[src/rtl/class_arbiter_pkg.sv]
// Shared definitions for the class arbiter: FSM encoding, class IDs and
// the default widths used by the class switching block.
package class_arbiter_pkg;

    localparam int DATA_SIZE_DEF = 10;
    localparam int MAIN_SIZE_DEF = 8;

    typedef enum logic [1:0] {
        IDLE   = 2'b00,
        SERVE0 = 2'b01,
        SERVE1 = 2'b10
    } arb_state_e;

    localparam logic CLASS0 = 1'b0;
    localparam logic CLASS1 = 1'b1;

    // Service choice when leaving IDLE: alternate on a tie, otherwise take
    // whichever class has data.
    function automatic arb_state_e idle_pick(input logic empty0,
                                             input logic empty1,
                                             input logic last);
        arb_state_e nxt;
        nxt = IDLE;
        if (!empty0 && !empty1) begin
            nxt = (last == CLASS0) ? SERVE1 : SERVE0;
        end else if (!empty0) begin
            nxt = SERVE0;
        end else if (!empty1) begin
            nxt = SERVE1;
        end
        return nxt;
    endfunction

endpackage

[src/rtl/class_arbiter_pkt_counter.sv]
// Wrapping event counter used for the per-class emitted-word counts.
module pkt_counter #(
    parameter int MAIN_SIZE = 8
) (
    input  logic                 clk,
    input  logic                 rst,
    input  logic                 inc_i,
    output logic [MAIN_SIZE-1:0] cnt_o
);

    logic [MAIN_SIZE-1:0] cnt_q;

    // Count one per enabled cycle, rolling over at the top of the range.
    always_ff @(posedge clk or posedge rst) begin
        if (rst) begin
            cnt_q <= '0;
        end else if (inc_i) begin
            cnt_q <= cnt_q + MAIN_SIZE'(1);
        end
    end

    assign cnt_o = cnt_q;

endmodule

[src/rtl/class_arbiter.sv]
// Weighted round-robin merge of the two class FIFOs onto one registered,
// class-tagged output stream with almost-full backpressure.
module class_arbiter
    import class_arbiter_pkg::*;
#(
    parameter int DATA_SIZE = DATA_SIZE_DEF,
    parameter int MAIN_SIZE = MAIN_SIZE_DEF,
    parameter int WEIGHT0   = 3,
    parameter int WEIGHT1   = 1
) (
    input  logic                 clk,
    input  logic                 reset,
    input  logic                 fifo_empty0,
    input  logic                 fifo_empty1,
    input  logic [DATA_SIZE-1:0] in0,
    input  logic [DATA_SIZE-1:0] in1,
    input  logic                 down_almostfull,
    output logic                 pop_0,
    output logic                 pop_1,
    output logic [DATA_SIZE-1:0] data_out,
    output logic                 valid_out,
    output logic                 class_out,
    output logic [MAIN_SIZE-1:0] cnt0,
    output logic [MAIN_SIZE-1:0] cnt1
);

    localparam logic [3:0] W0 = 4'(WEIGHT0);
    localparam logic [3:0] W1 = 4'(WEIGHT1);

    arb_state_e           state_q, state_d;
    logic [3:0]           burst_q, burst_d;
    logic                 last_q, last_d;
    logic [3:0]           burst_inc;

    logic                 rd0_q, rd1_q;
    logic [DATA_SIZE-1:0] data_q;
    logic                 valid_q;
    logic                 class_q;

    assign burst_inc = burst_q + 4'd1;

    // Arbitration state, burst length and last-served class.
    always_ff @(posedge clk or posedge reset) begin
        if (reset) begin
            state_q <= IDLE;
            burst_q <= 4'd0;
            last_q  <= CLASS1;
        end else begin
            state_q <= state_d;
            burst_q <= burst_d;
            last_q  <= last_d;
        end
    end

    // Next-state and pop strobes; almost-full freezes all arbitration state.
    always_comb begin
        state_d = state_q;
        burst_d = burst_q;
        last_d  = last_q;
        pop_0   = 1'b0;
        pop_1   = 1'b0;
        if (!down_almostfull) begin
            unique case (state_q)
                IDLE: begin
                    state_d = idle_pick(fifo_empty0, fifo_empty1, last_q);
                    burst_d = 4'd0;
                end
                SERVE0: begin
                    if (!fifo_empty0) begin
                        pop_0  = 1'b1;
                        last_d = CLASS0;
                        if (burst_inc == W0) begin
                            burst_d = 4'd0;
                            if (!fifo_empty1) begin
                                state_d = SERVE1;
                            end
                        end else begin
                            burst_d = burst_inc;
                        end
                    end else begin
                        burst_d = 4'd0;
                        state_d = fifo_empty1 ? IDLE : SERVE1;
                    end
                end
                SERVE1: begin
                    if (!fifo_empty1) begin
                        pop_1  = 1'b1;
                        last_d = CLASS1;
                        if (burst_inc == W1) begin
                            burst_d = 4'd0;
                            if (!fifo_empty0) begin
                                state_d = SERVE0;
                            end
                        end else begin
                            burst_d = burst_inc;
                        end
                    end else begin
                        burst_d = 4'd0;
                        state_d = fifo_empty0 ? IDLE : SERVE0;
                    end
                end
                default: begin
                    state_d = IDLE;
                    burst_d = 4'd0;
                end
            endcase
        end
    end

    // Output stage: the delayed pop strobe picks which FIFO word to capture.
    always_ff @(posedge clk or posedge reset) begin
        if (reset) begin
            rd0_q   <= 1'b0;
            rd1_q   <= 1'b0;
            data_q  <= '0;
            valid_q <= 1'b0;
            class_q <= CLASS0;
        end else begin
            rd0_q   <= pop_0;
            rd1_q   <= pop_1;
            valid_q <= rd0_q | rd1_q;
            if (rd0_q) begin
                data_q  <= in0;
                class_q <= CLASS0;
            end else if (rd1_q) begin
                data_q  <= in1;
                class_q <= CLASS1;
            end
        end
    end

    assign data_out  = data_q;
    assign valid_out = valid_q;
    assign class_out = class_q;

    pkt_counter #(.MAIN_SIZE(MAIN_SIZE)) u_cnt0 (
        .clk   (clk),
        .rst   (reset),
        .inc_i (rd0_q),
        .cnt_o (cnt0)
    );

    pkt_counter #(.MAIN_SIZE(MAIN_SIZE)) u_cnt1 (
        .clk   (clk),
        .rst   (reset),
        .inc_i (rd1_q),
        .cnt_o (cnt1)
    );

endmodule

[config.mk]
export PLATFORM = sky130hd
export DESIGN_NAME = class_arbiter
export DESIGN_NICKNAME = d
export VERILOG_FILES = /design/src/rtl/class_arbiter_pkg.sv /design/src/rtl/class_arbiter_pkt_counter.sv /design/src/rtl/class_arbiter.sv
export SDC_FILE = /design/constraint.sdc
export NUM_CORES = 1
export LEC_CHECK = 0
export ABC_AREA = 1
export ABC_CLOCK_PERIOD_IN_PS = 2700
export CAP_MARGIN = 5
export CORE_AREA = 10 10 63 90
export DETAILED_ROUTE_END_ITERATION = 10
export DIE_AREA = 0 0 73 100
export PLACE_DENSITY = 0.78
export REMOVE_ABC_BUFFERS = 1
export SYNTH_ARGS = -nofsm -noshare
export SYNTH_HDL_FRONTEND = slang
export SYNTH_SLANG_ARGS = --single-unit
[constraint.sdc]
create_clock -name clk -period 2.7 [get_ports clk]
set_input_delay 0.54 -clock clk [delete_from_list [all_inputs] [get_ports clk]]
set_output_delay 0.54 -clock clk [all_outputs]
set_load 0.005 [all_outputs]
# Word-level counts from Yosys, hierarchy flattened
# Index checks and enable logic that the tools add are counted.
[word_totals] reg_bits=37 wordCells=63 out_inout_bits=30 input_bits=25
[op_classes] n_eq_ne=10 n_mux=30 n_reduce_logical=8 n_bitwise=2 add_sub_neg=3
[op_table] op="10-bit two-way mux" n=2
[op_table] op="2-bit two-way mux" n=10
[op_table] op="8-bit by 1-bit adder with 8-bit output, second input constant" n=2
[op_table] op="4-bit two-way mux" n=4
[op_table] op="3-bit inequality test, second input constant" n=4
[op_table] op="1-bit two-way mux" n=11
[op_table] op="4-bit case mux with 2 select lines" n=1
[op_table] op="2-bit case mux with 3 select lines" n=1
[op_table] op="5-bit AND reduction" n=1
[op_table] op="4-bit by 1-bit adder with 4-bit output, second input constant" n=1
[op_table] op="4-bit by 1-bit == test with 1-bit output, second input constant" n=1
[op_table] op="4-bit by 2-bit == test with 1-bit output, second input constant" n=1
[op_table] op="2-bit inequality test, second input constant" n=2
[op_table] op="4-bit AND reduction" n=1
[op_table] op="2-bit nonzero test" n=2
[op_table] op="2-bit by 1-bit == test with 1-bit output, second input constant" n=1
[op_table] op="2-bit == test, second input constant" n=1
[op_table] op="1-bit zero test" n=2
[op_table] op="2-bit zero test" n=1
[op_table] op="1-bit case mux with 2 select lines" n=1
[op_table] op="1-bit logical AND" n=1
[op_table] op="1-bit inverter" n=1
[op_table] op="1-bit OR" n=1

# Depth between registers and ports, before layout
[logic_depth] ltp_word=5 depth_mapped=9 ltp_nobuf=9

# Hierarchy
# From an unflattened synthesis, not the netlist that was laid out.
[hier_totals] hier_cells=237 area_unflattened_um2=1955.6
[modules_own_cells] mod="class_arbiter" seq_area_each_um2=526.8 cells_each=145 instances=1 area_each_um2=1142.3
[modules_own_cells] mod="pkt_counter" seq_area_each_um2=200.2 cells_each=46 instances=2 area_each_um2=406.6

# Worst setup path before layout
# Ideal clock, no wire load.
[synth_timing] path_kind="register to output" from="register state_q[0]" to="output port pop_1" required_time_ns=2.160 arrival_time_ns=0.903 setup_slack_ns=1.257 stages_incl_launch_ff=5 n_path_buf=0 cell_sequence="dfrtp_1 inv_1 ha_1 nand2_1 nor2_1"
[synth_via] elab_chain_cells=3
[synth_rtl] item="start: declaration" line_no="class_arbiter.sv:30" source="arb_state_e state_q, state_d;"
[synth_rtl] item="start signal: assignment" line_no="class_arbiter.sv:49" source="state_q <= state_d;"
[synth_rtl] item="2-bit == test" line_no="class_arbiter.sv:63" source="unique case (state_q)"
[synth_rtl] item="1-bit two-way mux" line_no="class_arbiter.sv:63"
[synth_rtl] item="1-bit two-way mux" line_no="class_arbiter.sv:62" source="if (!down_almostfull) begin"
[synth_rtl] item="end: declaration" line_no="class_arbiter.sv:19" source="output logic pop_1,"
# Every way passes these cells.

# Worst setup path after layout
[layout_timing] from="input port fifo_empty1" to="output port pop_1"
[layout_via] elab_chain_cells=3
[layout_rtl] item="start: declaration" line_no="class_arbiter.sv:14" source="input logic fifo_empty1,"
[layout_rtl] item="1-bit two-way mux" line_no="class_arbiter.sv:86" source="if (!fifo_empty1) begin"
[layout_rtl] item="1-bit two-way mux" line_no="class_arbiter.sv:63"
[layout_rtl] item="1-bit two-way mux" line_no="class_arbiter.sv:62"
# Every way passes these cells.

==> reports/qor.yml <==
status:
  outcome: "finished, final reports clean"
grt:
  grt_max_degree: 38
  grt.overflow.total: 0
  gr-usage-all-layers_pct: 13.1
  antenna_found_initial: 0
  grt_first_pass_wirelength_mm: 7.68
  grt_pass1_vias: 1643
pwr:
  power_per_cell_area_mw_per_mm2: 781
  pwr-share-clk_pct: 21.2
  power_frac_seq_pct: 42.8
  intPower_w: 0.00134
  peakVddDrop_mv: 0.500
  switchingPower_w: 0.000648
  p_sw_share_pct: 32.6
  finalPower_w: 0.00199
  p_leak_nw: 1.28
  pwr-share-comb_pct: 36.0
yosys:
  yosys_warnings: 0
  synthAdderAreaFrac_pct: 6.01
  yosysTopAreaCell: "dfrtp_1"
  syn-instance-count: 211
  synth.distinct_cells: 33
  synth_compound_area_share_pct: 3.27
  synthSimpleGateAreaFrac_pct: 28.7
  syn_area_mm2: 0.00187
  synth_xor_area_share_pct: 5.61
  synth_top_area_share_pct: 48.1
  yosys_register_bits: 37
  ys_seq_area_share_pct: 49.5
  synthTopCellsByArea: "dfrtp_1 48%, nand2_1 13%, ha_1 6.0%"
  syn_area_per_cell_um2: 8.88
  synth.area.mux_share_pct: 0
  synth_top_family_by_area: "simple AND/OR/NAND/NOR gates"
die:
  die_x_um: 73
  io_pins: 55
  fp-row-count: 29
  die_area_mm2: 0.00730
  core_area_mm2: 0.00414
  initial_core_util_pct: 45.3
  die_h_um: 100
clocking:
  cts_made_buffers: 5
  path_clk_slew_ns: 0.07
  clock_path_buffers: 2
  clk_latency_ns: 0.29
  ctsHtreeMaxLevel: 2
  cts_root_buf: "clkbuf_8"
  post_cts.repair.setup_buffers: 0
  cts.sinks: 37
  tritoncts: "built"
  cts_resized: 0
  cts_hold_buf: 0
layout:
  multi_input_comb_area_um2: 817
  mostFrequentLayoutCell: "nand2_1"
  post-route-util_pct: 61.6
  nets: 302
  layout_common_cells: "67 x nand2_1, 54 x clkdlybuf4s50_1, 36 x dfrtp_1"
  nFillCells: 377
  drive_gt1_share_pct: 9.67
  diodes: 0
  ff_latch_area_um2: 927
  area_delta_synth_final_pct: 36.0
worst_setup_path:
  worstSetupPathType: "in -> out"
  cp.arrival_ns: 1.91
  crit_chain: "clkdlybuf4s50_1 > inv_1 > nand2_1 > nor2_1 > clkdlybuf4s50_1"
  critPathMaxStageDelay_ns: 0.54
  cp-end-kind: "output port"
  start_kind: "input port"
  cp_slowest_cell: "clkdlybuf4s50_1"
  crit_fanout: 4
  path_buf_inv: 3
  critical_path_required_ns: 2.16
  crit_top_cell: "clkdlybuf4s50_1"
  cp_top_family: "buffers and inverters"
route:
  wl_mm: 4.42
  routedWlPerCell_um: 14.0
  drt_iter0_drc: 49
  dr.pass1.iters: 4
  detail_route.vias_per_cell: 4.83
  ant_nets: 0
  vias: 1523
  drc: 0
sta:
  setup-tns-final_ns: 0
  rsz0062_at_grt: "false"
  relSlewSlack_pct: 50.7
  skew_ns: 0.00625
  worstMarginPinSlew_ns: 0.736
  slew_viol_final: 0
  fmax_ghz: 0.408
  fin_ws_ns: 0.248
  hold_viol_final: 0
  layout_min_cycle_time_ns: 2.45
  fin_crit_sh_pct: 90.8
  setup_viol: 0
job:
  maxCapViolations: 0
hold_path:
  hp-class: "reg -> reg"
placed_design:
  dpl.hpwl_mm: 3.53
  preCtsSetupSlack_ns: 0.260
  routabilityCongestion: 0.897
  port_buffers: 54
-- state kept, by name (all words and copies together), names as in the netlist --
register / count
burst_q: 4
state_q: 2
data_out: 10
rd0_q: 1
last_q: 1
rd1_q: 1
valid_out: 1
class_out: 1
u_cnt0.cnt_o: 8
u_cnt1.cnt_o: 8
-- cells in the mapped netlist, drive strengths merged --
| cell type | number |
|---|---|
| o21ai | 2 |
| nand3 | 19 |
| xnor2 | 2 |
| nand3b | 1 |
| buf | 4 |
| and2 | 1 |
| nor3 | 1 |
| nor3b | 2 |
| nand4 | 4 |
| inv | 25 |
| dfstp | 1 |
| clkinv | 1 |
| nand2 | 72 |
| ha | 9 |
| clkbuf | 1 |
| a31oi | 1 |
| a31o | 1 |
| xor2 | 10 |
| dfrtp | 36 |
| nor2 | 12 |
| a21oi | 4 |
| o22ai | 2 |
-- kinds of logic (layout without fill, tap and decap cells) --
group                      Yosys count  in the layout
AOI/OAI and AO/OA                   10             10
and+or+nand+nor                    112            112
buffers and inverters               31             89
adders and majority gates            9              9
DFF                                 37             37
xor gates and xnor gates            12             12
-- final timing paths --
kind / from / endpoint / slack [ns] / depth (start not counted)
setup / recovery: fifo_empty1 / pop_1 / 0.25 / 5
hold / removal: u_cnt0.cnt_o[7] / u_cnt0.cnt_o[7] / 0.48 / 1
setup reg to reg: rd0_q / data_out[0] / 1.05 / 5
hold reg to reg: u_cnt0.cnt_o[7] / u_cnt0.cnt_o[7] / 0.48 / 1
max in group asynchronous: reset / last_q / 1.67 / 3
min in group asynchronous: reset / u_cnt1.cnt_o[0] / 0.67 / 3
-- per-layer routing --
layer  vias up  global-route usage (%)  share of wire (%)
li1        765                       -                  -
met1       714                    13.5                 37
met2        38                    22.9                 54
met3         6                    5.33                7.2
met4         0                    4.55                1.6
met5         -                       0                  0
-- worst register-to-register path: cells and delay by family, from the launching register on --
kind | cells | cell delay [ns]
buffers and inverters | 2 | 0.39
flip-flops | 1 | 0.80
AND/OR/NAND/NOR | 3 | 0.33
-- power groups by stage --
stage / Clock (W) / Sequential [W] / Combinational (W)
final: 0.000422 / 0.000851 / 0.000718
after global routing: 0.000457 / 0.000882 / 0.000818
after CTS: 0.000435 / 0.000855 / 0.000738
after detailed placement: 0 / 0.000865 / 0.000734
after global placement: 0 / 0.000861 / 0.000717
after floorplan: 0 / 0.000852 / 0.000325
-- area by class of cell --
class | count | share of cell area, %
clock inverters | 1 | 0.196
repair buffers | 55 | 21.5
multi-input cells | 143 | 32.1
well taps | 46 | 2.26
clock buffers | 7 | 3.78
inverters | 26 | 3.83
flip-flops and latches | 37 | 36.4
-- metrics by stage --
stage | hold slack (ns) | instance area (um2) | instances
after detailed placement | 0.484 | 2450 | 307
after global placement | 0.460 | 2450 | 307
final | 0.484 | 2550 | 315
after floorplan | 0.467 | 1840 | 206
after global routing | 0.508 | 2550 | 315
after CTS | 0.499 | 2550 | 315
No activity file was read; power rests on OpenSTA's default activity.
